### src/rtl/pc_sequencer.sv
// Program-counter sequencer with branch, call/return and a circular return-address stack.
// Priority each edge: clear > stall > branch (optional push) > return (pop or miss) > sequential step.
module pc_sequencer #(
  parameter int               WIDTH     = 32,
  parameter int               STEP      = 4,
  parameter logic [WIDTH-1:0] RESET_VAL = '0,
  parameter int               RAS_DEPTH = 4
) (
  input  logic             i_clk,
  input  logic             i_clr,
  input  logic             i_le,
  input  logic             i_br_taken,
  input  logic [WIDTH-1:0] i_br_target,
  input  logic             i_call,
  input  logic             i_ret,
  output logic [WIDTH-1:0] o_pc_out,
  output logic [WIDTH-1:0] o_pc_plus,
  output logic             o_ras_empty,
  output logic             o_ras_full,
  output logic             o_ret_miss
);

  localparam int PTR_W = $clog2(RAS_DEPTH);
  localparam int CNT_W = PTR_W + 1;

  logic [WIDTH-1:0] r_pc;
  logic [PTR_W-1:0] r_ptr;
  logic [CNT_W-1:0] r_count;
  logic             r_ret_miss;
  logic [WIDTH-1:0] r_ras [RAS_DEPTH];

  logic [WIDTH-1:0] w_pc_plus;
  logic [WIDTH-1:0] w_pc_next;
  logic [PTR_W-1:0] w_top_idx;
  logic             w_push;
  logic             w_pop;
  logic             w_miss;
  logic             w_empty;
  logic             w_full;

  // r_ptr marks the next free slot; the top entry sits one below it (mod depth).
  assign w_pc_plus = r_pc + WIDTH'(STEP);
  assign w_top_idx = r_ptr - PTR_W'(1);
  assign w_empty   = (r_count == '0);
  assign w_full    = (r_count == CNT_W'(RAS_DEPTH));

  // NOTE: every always_comb output gets a default before any branch, so no latch is inferred.
  always_comb begin
    w_pc_next = r_pc;
    w_push    = 1'b0;
    w_pop     = 1'b0;
    w_miss    = 1'b0;
    if (i_le) begin
      if (i_br_taken) begin
        w_pc_next = i_br_target;
        w_push    = i_call;
      end else if (i_ret) begin
        if (!w_empty) begin
          w_pc_next = r_ras[w_top_idx];
          w_pop     = 1'b1;
        end else begin
          w_pc_next = w_pc_plus;
          w_miss    = 1'b1;
        end
      end else begin
        w_pc_next = w_pc_plus;
      end
    end
  end

  // NOTE: sequential state uses non-blocking assignments so all registers update from pre-edge values.
  always_ff @(posedge i_clk) begin
    if (i_clr) begin
      r_pc       <= RESET_VAL;
      r_ptr      <= '0;
      r_count    <= '0;
      r_ret_miss <= 1'b0;
    end else begin
      r_pc       <= w_pc_next;
      r_ret_miss <= w_miss;
      if (w_push) begin
        r_ptr   <= r_ptr + PTR_W'(1);
        r_count <= w_full ? r_count : r_count + CNT_W'(1);
      end else if (w_pop) begin
        r_ptr   <= w_top_idx;
        r_count <= r_count - CNT_W'(1);
      end
    end
  end

  // NOTE: stack storage is deliberately not reset; entries are only read once the count marks them valid.
  always_ff @(posedge i_clk) begin
    if (!i_clr && w_push) begin
      r_ras[r_ptr] <= w_pc_plus;
    end
  end

  assign o_pc_out    = r_pc;
  assign o_pc_plus   = w_pc_plus;
  assign o_ras_empty = w_empty;
  assign o_ras_full  = w_full;
  assign o_ret_miss  = r_ret_miss;

endmodule

### config.mk
export PLATFORM = sky130hd
export DESIGN_NAME = pc_sequencer
export DESIGN_NICKNAME = d
export VERILOG_FILES = /design/src/rtl/pc_sequencer.sv
export SDC_FILE = /design/constraint.sdc
export NUM_CORES = 1
export LEC_CHECK = 0
export CORE_MARGIN = 8
export CORE_UTILIZATION = 30
export CTS_BUF_LIST = sky130_fd_sc_hd__clkbuf_8
export DETAILED_ROUTE_END_ITERATION = 12
export GPL_TIMING_DRIVEN = 0
export PLACE_DENSITY = 0.49
export SLEW_MARGIN = 20
export SYNTH_ARGS = -nofsm -noshare
export SYNTH_HDL_FRONTEND = slang
export SYNTH_SLANG_ARGS = --single-unit
### constraint.sdc
create_clock -name i_clk -period 4.2 [get_ports i_clk]
set_clock_uncertainty 0.15 [all_clocks]
set_input_delay 0.84 -clock i_clk [delete_from_list [all_inputs] [get_ports i_clk]]
set_output_delay 0.84 -clock i_clk [all_outputs]
set_load 0.01 [all_outputs]
## After elaboration in Yosys (flattened, before gate mapping)

Memories as Yosys holds them, arrays and structs flattened.
Cells that the tools add are included.

| operators by class | value |
|---|---|
| $add $sub $neg | 5 |
| $mul | 0 |
| divide/modulo/power cells | 0 |
| order comparisons | 0 |
| eq/ne operators | 2 |
| shifts and indexed selects | 0 |
| muxes and demuxes | 17 |
| bitwise gates (word level) | 2 |
| reductions and logical operators | 6 |

Operators with widths:

| kind | count |
|---|---|
| two-way mux 32 bit | 3 |
| adder 32 x 3 -> 32 bit, second input constant | 1 |
| two-way mux 1 bit | 9 |
| two-way mux 3 bit | 3 |
| two-way mux 2 bit | 2 |
| OR reduction 4 bit | 1 |
| adder 3 x 1 -> 3 bit, second input constant | 1 |
| == test 3 bit, second input constant | 1 |
| logical NOT 3 bit | 1 |
| subtractor 3 x 1 -> 3 bit, second input constant | 1 |
| adder 2 x 1 -> 2 bit, second input constant | 1 |
| != test 2 bit, second input constant | 1 |
| inverter 1 bit | 2 |
| AND reduction 2 bit | 1 |
| nonzero test 2 bit | 1 |
| subtractor 2 x 1 -> 2 bit, second input constant | 1 |
| logical AND 1 bit | 1 |
| logical NOT 1 bit | 1 |

| word-level totals | value |
|---|---|
| register bits after elaboration | 38 |
| latch bits | 0 |
| RAM bits | 128 |
| memory bits (read-only) | 0 |
| input port bits | 38 |
| output and inout bits | 67 |
| memories kept | 1 |

Memories:

| name | depth | width | read ports | clocked after memory_dff | write ports | line | RTL |
|---|---|---|---|---|---|---|---|
| r_ras | 4 | 32 | 1 | 0 | 1 | 30 | `logic [WIDTH-1:0] r_ras [RAS_DEPTH];` |

## Logic depth before layout (Yosys ltp)

| logic depth | value |
|---|---|
| depth after elaboration | 7 |
| gate-level depth with buffers | 10 |
| depth with buffers taken out | 6 |

## Worst setup path before layout

Ideal clock, no wire load.

| timing | value |
|---|---|
| path type | flip-flop to flip-flop |
| start point | register r_ptr[0] |
| end point | register r_pc[30] (netlist: o_pc_out[30]) |
| setup time | 136 ps |
| data arrival time | 2940 ps |
| required time | 3914 ps |
| setup slack | 974 ps |
| cell stages (with the launch flop) | 10 |
| buffers on the path | 4 |
| cell sequence | dfxtp_1 -> clkbuf_1 -> buf_1 -> inv_1 -> ha_1 -> clkbuf_1 -> clkbuf_1 -> mux4_2 -> a221oi_1 -> a311oi_2 |

| on the way | value |
|---|---|
| cells in the longest elaborated chain, start to end | 5 |

Ends and longest elaborated chain:

| what | line | RTL |
|---|---|---|
| start, declared | 27 | `logic [PTR_W-1:0] r_ptr;` |
| start signal, assigned | 82 | `r_ptr <= r_ptr + PTR_W'(1);` |
| start signal, assigned | 85 | `r_ptr <= w_top_idx;` |
| subtractor 2 x 1 -> 2 bit | 43 | `assign w_top_idx = r_ptr - PTR_W'(1);` |
| memory (4 x 32 bit) | -- |  |
| two-way mux 32 bit | 58 | `if (!w_empty) begin` |
| two-way mux 32 bit | 57 | `end else if (i_ret) begin` |
| two-way mux 32 bit | 54 | `if (i_br_taken) begin` |
| end signal, assigned | 79 | `r_pc <= w_pc_next;` |
| end, declared | 26 | `logic [WIDTH-1:0] r_pc;` |

No other way between the ends.
A chain may end at the register's enable or synchronous reset.

## Final worst setup path

| timing | value |
|---|---|
| start point | register r_pc[10] (netlist: o_pc_out[10]) |
| end point | output o_pc_plus[29] |

| on the way | value |
|---|---|
| cells in the longest elaborated chain, start to end | 1 |

Ends and longest elaborated chain:

| what | line | RTL |
|---|---|---|
| adder 32 x 3 -> 32 bit | 42 | `assign w_pc_plus = r_pc + WIDTH'(STEP);` |
| end, declared | 17 | `output logic [WIDTH-1:0] o_pc_plus,` |

No other way between the ends.

==> impl.org <==
** Status
- The run finished with clean final reports.

** Global routing
- Entering global routing, the biggest net connects 22 pins.
- Antenna violations before repair :: 0
- Via count of the first global-routing pass :: 5394
- After global routing the overflow that remains totals 0.
- For this run, the total global-route usage over all layers was measured as between 10% and 20%.
- The first global-routing pass estimated roughly 34 mm of wire.

** Pwr
- Pleak :: 2.971 nW
- Share of total power consumed by net switching :: 27.58%
- P_int :: 0.002566 W
- NetSw :: between 0.0009 and 0.001 W
- Clock share of power :: between 30% and 40%
- Combinational share of power :: between 15 and 20%
- Sequential share of power :: a little over half
- VDD sags by at most 0.1603 mV.
- Power per unit of standard cell area :: approximately 380 nW/um2
- Sum of internal, switching and leakage power :: ~0.0035 W

** Drt
- In this run the remaining antenna-violating nets after routing total 0.
- The final layout contains routed wiring with a total length of 23.12 mm.
- Starting DRC count in detailed routing :: around 470
- Final routed wire length divided by cell count :: about 24 um
- For this run, design rule violations remaining after detail routing come to 0.
- The first detailed-routing pass ran for 5 iterations.
- Count of vias placed by the detailed router :: a little over 5000
- After detailed routing, the number of vias per cell comes to between 5 and 6.

** Clock network
- Buffer levels on the longest clock path :: 2
- The clock net in this run drives a total of roughly 170 sinks.
- TritonCTS built the clock tree.
- Root cell of the clock tree :: sky130_fd_sc_hd__clkbuf_8
- Insertion delay of the later-clocked pin in the worst-skew pair :: approximately 0.45 ns
- Buffers inserted to repair hold after CTS numbered 0.
- Number of buffers added by the clock tree synthesis step :: 17
- Count of H-tree levels built during CTS :: 4
- Clock-pin slew was measured on the worst setup and hold paths at about 0.09 ns.

** Floorplan
- around 110 I/O pins were placed.
- Std cell rows :: 57
- Starting utilization of the core area :: between 30% and 40%
- Width of the chip :: about 170 um
- The floorplan step set the die height to 172.3 um.
- The floorplan step defined a core boundary enclosing between 20000 and 25000 um2.
- Die area :: slightly below 30000 um2

** Critical path
- The worst register-to-register path begins at r_ptr[0]$_SDFFE_PP0P_.
- Critical path peak fanout :: 8
- The number of cells on the worst reg-to-reg path is 10.
- The most critical setup path has its startpoint at o_pc_out[10]$_SDFFE_PP0P_.
- Critical Path AT :: between 3 and 4 ns
- The slowest stage of the critical path belongs to the cell sky130_fd_sc_hd__or4_1.
- Crit start category :: flop
- STA classifies the critical path endpoint as an output port.
- End point of the critical path :: o_pc_plus[29]
- CP cell instances :: buf_4, nand4_4, or4_1, buf_2, o31a_2, or2_2, clkdlybuf4s50_1
- In this run the critical register-to-register path is captured at o_pc_out[10]$_SDFFE_PP0P_.
- Family with the most delay on the worst path :: simple AND/OR/NAND/NOR gates
- Together, buffers and inverters on the worst path number 3.
- Worst reg-to-reg setup slack :: between 0.5 and 0.6 ns
- The critical path runs through a total of 7 cells.
- Critical path's largest stage delay :: approximately 0.55 ns
- WS Path Type :: reg -> out
- Req. time, crit path :: ~3.2 ns

** Final layout
- The repair_antennas step left the layout with diodes totalling 0.
- Total non-filler cell area in the finished layout :: 9314 um2
- Share of layout cells above drive strength 1 :: 17.35%
- From synthesis to final layout, the design area changed by 27.14%.
- The layout has between 2000 and 2500 filler cells.
- At the end of the flow, the number of nets in the layout was 688.

** Timing
- Setup violations remaining at the end of the flow were counted as 0.
- Worst Hold Slack :: ~0.38 ns
- RSZ-0062 raised after global routing :: no
- Of the available clock period, the critical path in the final layout requires between 90% and 100%.
- Clock period minus worst slack :: 4.055 ns
- The final hold violation count was 0.
- For the pin with the worst max-slew slack, the measured transition is 0.7458 ns.
- Fin. max-slew vios :: 0
- Derived from the worst setup path, the maximum achievable clock frequency is approximately 0.25 GHz.
- The worst pin sits at a relative slew slack of 50.28%.

** Synthesis
- Proportion of synthesized flip-flops having asynchronous set or reset :: 0%
- In the synthesized netlist, the number of instances is roughly 520.
- Average footprint of a synthesized cell :: 14.17 um2
- Yosys printed 0 warnings.
- Number of synthesized flops with an enable pin :: approximately 130
- Largest area contributor in the netlist :: sky130_fd_sc_hd__edfxtp_1
- The share of synthesized area in the top cell type comes to a little over half.
- Sequential elements use a little over three fifths of the synthesized area.
- Cell area after synthesis :: ~7300 um2
- The netlist uses between 50 and 60 different library cells.
- Sorting the synthesized cells by area gives the leading types as sky130_fd_sc_hd__edfxtp_1, sky130_fd_sc_hd__dfxtp_1, sky130_fd_sc_hd__mux4_2.
- After synthesis the netlist holds a flip-flop and latch count of 166.
- After synthesis, the most frequently instantiated cells are sky130_fd_sc_hd__edfxtp_1, sky130_fd_sc_hd__dfxtp_1, sky130_fd_sc_hd__mux4_2, sky130_fd_sc_hd__nand2_1, sky130_fd_sc_hd__nor2_1.
- Flip-flop cell with the highest count after synthesis :: sky130_fd_sc_hd__edfxtp_1
- Net Count, Synth :: roughly 560
- Library cell with the highest instance count after synthesis :: sky130_fd_sc_hd__edfxtp_1

** Placement
- Detailed placement HPWL :: 16.49 mm
- Port buffering added just over 100 buffers.
- Gpl congestion :: ~0.84
- Area after DPL :: ~8800 um2

** Min path
- The worst hold path begins at o_pc_out[31]$_SDFFE_PP0P_.
- Min-delay worst type :: reg -> reg

** Job
- The tool flagged a number of max-cap violations equal to 0.
==> tightest hold or removal path, delay by kind of cell, from the launching register on <==
kind	cells	cell delay [ns]
compound gates	1	0.05
flops	1	0.35
simple gates	1	0.09
==> cell type report <==
type	count	area [um2]	share of cell area [%]
clock buffers	18	247.7	2.660
multi-input cells	305	2619	28.12
plain buffers	36	153.9	1.652
repair buffers	108	1115	11.97
inverters	10	37.54	0.4030
well taps	324	405.4	4.353
flip-flops and latches	166	4608	49.48
clock inverters	14	127.6	1.370
==> power by group through the flow <==
stage / registers [W] / logic, W / clock network, W
floorplan: 0.00190 / 0.000285 / 0
global placement: 0.00191 / 0.000553 / 0
detailed placement: 0.00191 / 0.000564 / 0
CTS: 0.00188 / 0.000568 / 0.00112
global route: 0.00189 / 0.000603 / 0.00118
finish: 0.00188 / 0.000560 / 0.00110
==> layer usage <==
layer / vias up / track usage [%] / wire length [um]
li1: 2306 / - / -
met1: 2665 / 19.92 / 9819
met2: 160 / 26.51 / 11510
met3: 25 / 3.744 / 1370
met4: 0 / 5.585 / 421
met5: - / 0 / 0
==> sequential cells by signal (all words and copies together) (netlist names) <==
register	flops
r_ras	128
o_pc_out	32
r_count	3
r_ptr	2
o_ret_miss	1
==> worst min-delay path by stage <==
| stage | end | slack, ns | cells past startpoint |
|---|---|---|---|
| 3_3_place_gp | o_pc_out[31]$_SDFFE_PP0P_ | 0.37 | 2 |
| 6_report | o_pc_out[31]$_SDFFE_PP0P_ | 0.38 | 2 |
| 4_1_cts | o_pc_out[31]$_SDFFE_PP0P_ | 0.38 | 2 |
| 3_5_place_dp | o_pc_out[31]$_SDFFE_PP0P_ | 0.37 | 2 |
| 5_1_grt | o_pc_out[31]$_SDFFE_PP0P_ | 0.41 | 2 |
| 2_1_floorplan | o_pc_out[31]$_SDFFE_PP0P_ | 0.36 | 2 |
==> metrics by stage <==
stage / setup TNS (ns) / std cells / utilization [%] / setup slack (ns)
2_1_floorplan: 0 / 517 / - / 0.9741
6_report: 0 / 981 / 38.52 / 0.1449
3_3_place_gp: -0.8947 / 942 / 36.16 / -0.1633
3_5_place_dp: -1.781 / 946 / 36.52 / -0.2203
4_1_cts: 0 / 981 / 38.31 / 0.01972
5_1_grt: 0 / 981 / 38.52 / 0.006073
==> repair_timing <==
| item | CTS | global route |
|---|---|---|
| pin swaps | 1 | 0 |
| endpoints found under the hold margin | 0 | 0 |
| gates resized for setup | 9 | 10 |
| buffers inserted | 3 | 0 |
| endpoints found under the setup margin | 23 | 32 |
==> layout by cell type (no fill, tap or decap), types with 7 or more instances in the layout <==
master and n:
sky130_fd_sc_hd__clkdlybuf4s50_1 99, sky130_fd_sc_hd__clkbuf_8 18, sky130_fd_sc_hd__or2_2 8, sky130_fd_sc_hd__o22ai_1 7, sky130_fd_sc_hd__clkbuf_1 26, sky130_fd_sc_hd__inv_1 10
sky130_fd_sc_hd__nor2_1 29, sky130_fd_sc_hd__xnor2_1 15, sky130_fd_sc_hd__nor3_1 7, sky130_fd_sc_hd__dfxtp_1 35, sky130_fd_sc_hd__a221oi_1 9, sky130_fd_sc_hd__xor2_1 8
sky130_fd_sc_hd__nand2_1 32, sky130_fd_sc_hd__nand3_1 20, sky130_fd_sc_hd__a211oi_1 12, sky130_fd_sc_hd__nand4_1 7, sky130_fd_sc_hd__mux4_2 32, sky130_fd_sc_hd__o21ai_0 14
sky130_fd_sc_hd__edfxtp_1 128
==> cell families (layout without fill, tap and decap cells) <==
family	Yosys count	count (layout)	synth area share [%]
mux	36	36	10.38
xor+xnor	27	27	3.228
simple gates	136	136	9.564
fa+ha+maj	6	6	1.127
buf+inv	46	186	2.528
flops	166	166	62.85
compound gates	100	100	10.32
Note: power is estimated with default switching activity, not from simulation.
